File: config.mk
export PLATFORM = sky130hd
export DESIGN_NAME = minv_result_reader_flat
export DESIGN_NICKNAME = d
export VERILOG_FILES = /design/src/rtl/minv_result_if.sv /design/src/rtl/minv_result_reader.sv /design/src/flat_wrapper.sv
export SDC_FILE = /design/constraint.sdc
export NUM_CORES = 1
export LEC_CHECK = 0
export ABC_AREA = 1
export CELL_PAD_IN_SITES_DETAIL_PLACEMENT = 1
export CELL_PAD_IN_SITES_GLOBAL_PLACEMENT = 1
export CORE_MARGIN = 2
export CORE_UTILIZATION = 38
export DETAILED_ROUTE_END_ITERATION = 10
export PLACE_DENSITY_LB_ADDON = 0.08
export SYNTH_ARGS = -nofsm -noshare
export SYNTH_HDL_FRONTEND = slang
export SYNTH_SLANG_ARGS = --single-unit
File: constraint.sdc
create_clock -name clk -period 11.1 [get_ports clk]
set_clock_uncertainty 0.15 [all_clocks]
set_input_delay 1.665 -clock clk [delete_from_list [all_inputs] [get_ports clk]]
set_output_delay 1.665 -clock clk [all_outputs]
set_load 0.01 [all_outputs]
File: src/rtl/minv_result_if.sv
// Valid/ready word stream carrying the snapshotted inversion result to the host side.
// A word transfers on a rising clock edge where valid & ready are both 1. Once raised, valid stays up with data/last/err stable until that transfer.
interface minv_result_if #(
  parameter int DW = 32
) ();
  logic          valid;
  logic          ready;
  logic [DW-1:0] data;
  logic          last;
  logic          err;

  modport master (
    output valid,
    output data,
    output last,
    output err,
    input  ready
  );

  modport slave (
    input  valid,
    input  data,
    input  last,
    input  err,
    output ready
  );
endinterface

File: src/rtl/minv_result_reader.sv
// Captures the 256-bit modular-inversion result on a rise of minv_rdy.
// It then streams the result LSW first as WORDS words over a valid/ready interface.
module minv_result_reader #(
  parameter int DW    = 32,
  parameter int WORDS = 8,
  parameter int CW    = 3
) (
  input  logic                clk,
  input  logic                rst,
  input  logic                minv_rdy,
  input  logic                minv_flag,
  input  logic [DW*WORDS-1:0] u,
  minv_result_if.master       dout,
  output logic                done,
  output logic                busy,
  output logic                ovr,
  input  logic                ovr_clr,
  output logic [1:0]          state_dbg
);

  typedef enum logic [1:0] {
    S_IDLE = 2'd0,
    S_SEND = 2'd1,
    S_DONE = 2'd2
  } state_t;

  state_t              state;
  state_t              state_nx;
  logic                rdy_d;
  logic                rise;
  logic [DW*WORDS-1:0] shadow;
  logic [CW-1:0]       cnt;
  logic                err_q;
  logic                ovr_q;
  logic                xfer;
  logic                last_word;

  assign rise      = minv_rdy & ~rdy_d;
  assign last_word = (cnt == CW'(WORDS - 1));
  assign xfer      = (state == S_SEND) & dout.ready;
  assign state_dbg = state;
  assign ovr       = ovr_q;

  // State register
  always_ff @(posedge clk or posedge rst) begin
    if (rst) begin
      state <= S_IDLE;
    end else begin
      state <= state_nx;
    end
  end

  // Next-state logic
  always_comb begin
    state_nx = state;
    case (state)
      S_IDLE: if (rise) state_nx = S_SEND;
      S_SEND: if (xfer && last_word) state_nx = S_DONE;
      S_DONE: state_nx = S_IDLE;
      default: state_nx = S_IDLE;
    endcase
  end

  // Snapshot, word counter and overrun flag
  always_ff @(posedge clk or posedge rst) begin
    if (rst) begin
      rdy_d  <= 1'b0;
      shadow <= '0;
      cnt    <= '0;
      err_q  <= 1'b0;
      ovr_q  <= 1'b0;
    end else begin
      rdy_d <= minv_rdy;
      if (state == S_IDLE && rise) begin
        shadow <= u;
        err_q  <= minv_flag;
        cnt    <= '0;
      end else if (xfer) begin
        shadow <= shadow >> DW;
        // Hold on the final word so the counter never wraps mid-burst.
        if (!last_word) cnt <= cnt + CW'(1);
      end
      // A rise that cannot be captured sets ovr and outranks a same-cycle clear.
      if (rise && state != S_IDLE) begin
        ovr_q <= 1'b1;
      end else if (ovr_clr) begin
        ovr_q <= 1'b0;
      end
    end
  end

  // Output decode
  always_comb begin
    dout.valid = 1'b0;
    dout.data  = '0;
    dout.last  = 1'b0;
    dout.err   = 1'b0;
    done       = 1'b0;
    busy       = 1'b0;
    case (state)
      S_SEND: begin
        dout.valid = 1'b1;
        dout.data  = shadow[DW-1:0];
        dout.last  = last_word;
        dout.err   = err_q;
        busy       = 1'b1;
      end
      S_DONE: begin
        done = 1'b1;
        busy = 1'b1;
      end
      default: ;
    endcase
  end

endmodule

File: src/flat_wrapper.sv
// flat-port wrapper written by rule: the top's interface ports become plain ports
module minv_result_reader_flat 
#(
  parameter int DW    = 32,
  parameter int WORDS = 8,
  parameter int CW    = 3
)
  (clk, rst, minv_rdy, minv_flag, u, done, busy, ovr, ovr_clr, state_dbg, dout_valid, dout_data, dout_last, dout_err, dout_ready);
  minv_result_if #(.DW(DW)) dout_i ();
  input  logic clk;
  input  logic rst;
  input  logic minv_rdy;
  input  logic minv_flag;
  input  logic [DW*WORDS-1:0] u;
  output logic done;
  output logic busy;
  output logic ovr;
  input  logic ovr_clr;
  output logic [1:0] state_dbg;
  output wire logic [$bits(dout_i.valid)-1:0] dout_valid;
  output wire logic [$bits(dout_i.data)-1:0] dout_data;
  output wire logic [$bits(dout_i.last)-1:0] dout_last;
  output wire logic [$bits(dout_i.err)-1:0] dout_err;
  input wire logic [$bits(dout_i.ready)-1:0] dout_ready;
  assign dout_valid = dout_i.valid;
  assign dout_data = dout_i.data;
  assign dout_last = dout_i.last;
  assign dout_err = dout_i.err;
  assign dout_i.ready = dout_ready;
  minv_result_reader #(.DW(DW), .WORDS(WORDS), .CW(CW)) u_core (.clk(clk), .rst(rst), .minv_rdy(minv_rdy), .minv_flag(minv_flag), .u(u), .dout(dout_i), .done(done), .busy(busy), .ovr(ovr), .ovr_clr(ovr_clr), .state_dbg(state_dbg));
endmodule
==> impl_summary.md <==
Power and ir drop
The maximum resistive drop on vdd is 0.1291 mV. The internal portion of the total power is roughly 2800 µW. The power per cell area is approximately 240 nW/µm².

In this run, flip-flops and latches consume 36.4% of the power. The fraction of power consumed by the clock network is 23.5%. The final total power is 4747 µW. The static leakage is 0.01062 µW. The share of total power dissipated in combinational logic is roughly two fifths. The switching power of the nets is slightly below 2000 µW. The fraction of power spent switching nets is 41.02%.

Layout
The count of antenna diodes in the layout is 0. From synthesis to final layout, the design area changed by 25.01%. The number of fill cells in the layout is 5123.

The post-route netlist has 3.071% of its cells at a drive strength greater than 1. The summed area of non-filler cells in the final layout is 19540 µm². The number of nets in the layout is 2656.

GRT
The sum of overflow across all layers after global routing is 0. The pin count of the biggest net entering global routing is 313. The initial antenna violation count came to 0.

Global routing used 26.40% of the available tracks. The first global-routing pass estimated 89240 µm of wire. The via count of the first global-routing pass is 15970.

Setup path
The endpoint kind of the worst setup timing path is an output port. The critical path goes through inv_1, ha_4, buf_4, nand2_1, inv_1, clkdlybuf4s50_1. The critical path starts at u_core.state_dbg[1]. In this run the critical register-to-register path is launched from u_core.rdy_d.

The largest single stage delay on the critical path is roughly 0.75 ns. The critical path contains buffers and inverters numbering 4 combined. The critical path launch point type is a flop. In this design, the critical path's most frequently occurring cell is sky130_fd_sc_hd__inv_1.

By startpoint and endpoint, the worst setup path is classified as reg -> out. For the worst setup path, the data required time is 9.29 ns. The data arrival time of the critical path is 3.16 ns. Of all nets on the critical path, the largest fanout is 73. The slowest stage of the critical path belongs to the cell sky130_fd_sc_hd__buf_4. The cell family contributing the most delay on the critical path is buffers and inverters.

Detailed routing
Dividing the detail-routed wire length by the instance count gives 19.33 µm. The total iterations of the first detailed-routing run is 5. The vias after detailed routing is 15840. The count of nets left with antenna violations after detail routing is 0.

After detailed routing, the total wire length is 56880 µm. The DRC violation count after routing is 0. The via count normalized by instance count is 5.385. The number of DRC markers after the initial detailed-route iteration is around 1100.

Clocking
Clock-pin slew was measured on the worst setup and hold paths at 0.06 ns. The clock drives 264 sinks. The source-to-sink clock delay at the later pin of the worst-skew pair is 0.51 ns. The H-tree was split into 2 levels.

The number of clock buffers inserted by TritonCTS is 34. The clock tree from TritonCTS is done. Once the clock tree was built, the setup fixing pass inserted 0 buffers. In this run, post-CTS repair resized a total of 0 instances. The hold buffer count at CTS is 0. The cell at the root of the clock tree is sky130_fd_sc_hd__clkbuf_16.

The longest clock path from root to sink contains 3 buffers.

Hold path
The launch instance of the worst min-delay path is u_core.err_q. The tightest min-delay check is of the reg -> reg type.

Logic synthesis
The sequential element share of the synthesized area is 42.27%. Sorting the synthesized cells by area gives the leading types as sky130_fd_sc_hd__dfrtp_1, sky130_fd_sc_hd__nand2_1, sky130_fd_sc_hd__nand3_1, sky130_fd_sc_hd__nand4_1, sky130_fd_sc_hd__inv_1. Counting flops and latches in the post-synthesis netlist gives 264. Of the post-synthesis cell area, the dominant cell type holds 42.27%. After technology mapping, the gate count stands at between 2000 and 2500. The post-synth net total is 2519. The post-synthesis average cell area is 6.947 µm². The area of the mapped netlist is 15630 µm².

Summed over all instances, the cell type with the most area after synthesis is sky130_fd_sc_hd__dfrtp_1. During synthesis, Yosys emitted a total of 0 warnings. The number of library cell types mapped by synthesis is 18.

STA
After routing, the total negative slack on setup checks comes to 0 ns. The setup-violating endpoint count in the final report is 0. The total count of max-transition violations in the final report is 0. The tightest slew margin relative to the limit is between 2 and 3%. For the pin with the worst max-slew slack, the measured transition is 1.457 ns. The total count of hold-check failures in the final report came to 0. Hold timing on the final database bottoms out at a slack of about 0.34 ns.

Setup repair after global routing left no endpoint under its margin. The shortest period the worst path allows is ~5.0 ns. Based on the critical path, the design can be clocked at up to 0.2009 GHz.

The final worst setup slack is just over 6 ns. The final worst-path cycle share is 44.84%.

Flow run
The total of max-cap violations is 0.

Placement
The post-placement cell area is 18420 µm². Once detailed placement completed, the half-perimeter wirelength came to 36010 µm. At the end of routability-driven placement, the weighted congestion stood at 0.8513. The count of buffers from port buffering is 301. Prior to clock tree synthesis, the placed netlist has a worst setup slack of about 6.4 ns.

Floorplanning
The floorplan has 74 rows. The floorplan step defined a core boundary enclosing 40740 µm². The x dimension of the die is 206.8 µm. In this run the vertical extent of the chip is 206.8 µm. The I/O pin count is 302.

The die covers 42770 µm². The starting density of the core is 38.37%.

Outcome
The flow ran to the end, and the final reports show no timing, DRC or antenna violations.
==> cell type report <==
type,instances,area [µm²],area share (%)
clock inverter,9,76.32,0.3906
inverter,297,1127,5.770
clock buffer,50,1045,5.347
timing repair buffer,314,3143,16.09
multi-input combinational,1476,6875,35.19
tap,532,665.6,3.407
sequential,264,6606,33.81
==> synth_stat cells <==
library cell and number:
sky130_fd_sc_hd__nand4_1 224, sky130_fd_sc_hd__clkbuf_1 33, sky130_fd_sc_hd__o21ai_1 18, sky130_fd_sc_hd__o22ai_1 1, sky130_fd_sc_hd__buf_4 23, sky130_fd_sc_hd__dfrtp_1 264, sky130_fd_sc_hd__o21ai_0 15, sky130_fd_sc_hd__nand3_2 1
sky130_fd_sc_hd__buf_1 2, sky130_fd_sc_hd__nand2_1 719, sky130_fd_sc_hd__inv_2 1, sky130_fd_sc_hd__nand2_2 1, sky130_fd_sc_hd__nand3_1 488, sky130_fd_sc_hd__nor2_1 1, sky130_fd_sc_hd__inv_1 296, sky130_fd_sc_hd__ha_1 7
sky130_fd_sc_hd__nand3b_1 1, sky130_fd_sc_hd__buf_2 155
==> stage by stage <==
| stage | utilization (%) | std cells |
|---|---|---|
| after floorplan | - | 2250 |
| after global placement | 45.21 | 2883 |
| after detailed placement | 45.21 | 2883 |
| after CTS | 47.96 | 2942 |
| after global routing | 47.96 | 2942 |
| final | 47.96 | 2942 |
==> layer usage <==
metal | vias up | part of all wire [%] | GRT usage [%]
met5 | - | 0 | 0
met4 | 0 | 2.4 | 7.168
met3 | 76 | 4.3 | 2.763
met2 | 379 | 49 | 44.21
met1 | 7829 | 44 | 36.45
li1 | 7560 | - | -
==> worst min-delay path, stage by stage (launching register included) <==
cell and delay (ns):
sky130_fd_sc_hd__dfrtp_1 0.34, sky130_fd_sc_hd__nand2_1 0.05, sky130_fd_sc_hd__o21ai_1 0.06
==> cells by family (layout without fill, tap and decap cells) <==
family	Yosys count	in the layout	share of synthesized area [%]
fa+ha+maj	7	7	0.5603
flops	264	264	42.27
buf+inv	510	670	14.04
simple gates	1435	1435	42.03
compound gates	34	34	1.097
==> power by group through the flow <==
stage / sequential [µW] / clock (µW) / combinational [µW]
after floorplan: 1630 / 0 / 1370
after global placement: 1720 / 0 / 1860
after detailed placement: 1740 / 0 / 1900
after CTS: 1730 / 1140 / 1920
after global routing: 1780 / 1180 / 2150
final: 1730 / 1120 / 1900
==> worst paths after layout <==
kind	end	slack (ns)	cells after the start
max reg2reg	u_core.shadow[115]	6.78	6
max in group asynchronous	u_core.shadow[166]	7.81	3
min in group asynchronous	u_core.err_q	1.55	2
min reg2reg	u_core.err_q	0.34	2
min	u_core.err_q	0.34	2
max	dout_last	6.12	6
==> flip-flops by register name, summed over array words and instances (netlist names) <==
| register | cells |
|---|---|
| u_core.shadow | 256 |
| u_core.ovr | 1 |
| u_core.err_q | 1 |
| u_core.cnt | 3 |
| u_core.rdy_d | 1 |
| u_core.state_dbg | 2 |
==> placed cells by master (no fill, tap or decap), types with 2 or more instances in the layout <==
cell,count
sky130_fd_sc_hd__nand2_1,719
sky130_fd_sc_hd__nand3_1,488
sky130_fd_sc_hd__clkdlybuf4s50_1,299
sky130_fd_sc_hd__inv_1,295
sky130_fd_sc_hd__dfrtp_1,264
sky130_fd_sc_hd__nand4_1,224
sky130_fd_sc_hd__clkbuf_16,37
sky130_fd_sc_hd__o21ai_1,18
sky130_fd_sc_hd__o21ai_0,15
sky130_fd_sc_hd__buf_4,11
sky130_fd_sc_hd__clkbuf_8,9
sky130_fd_sc_hd__clkbuf_1,6
sky130_fd_sc_hd__clkinv_2,6
sky130_fd_sc_hd__ha_1,5
sky130_fd_sc_hd__ha_4,2
sky130_fd_sc_hd__buf_12,2
(Power assumes the default switching activity.)
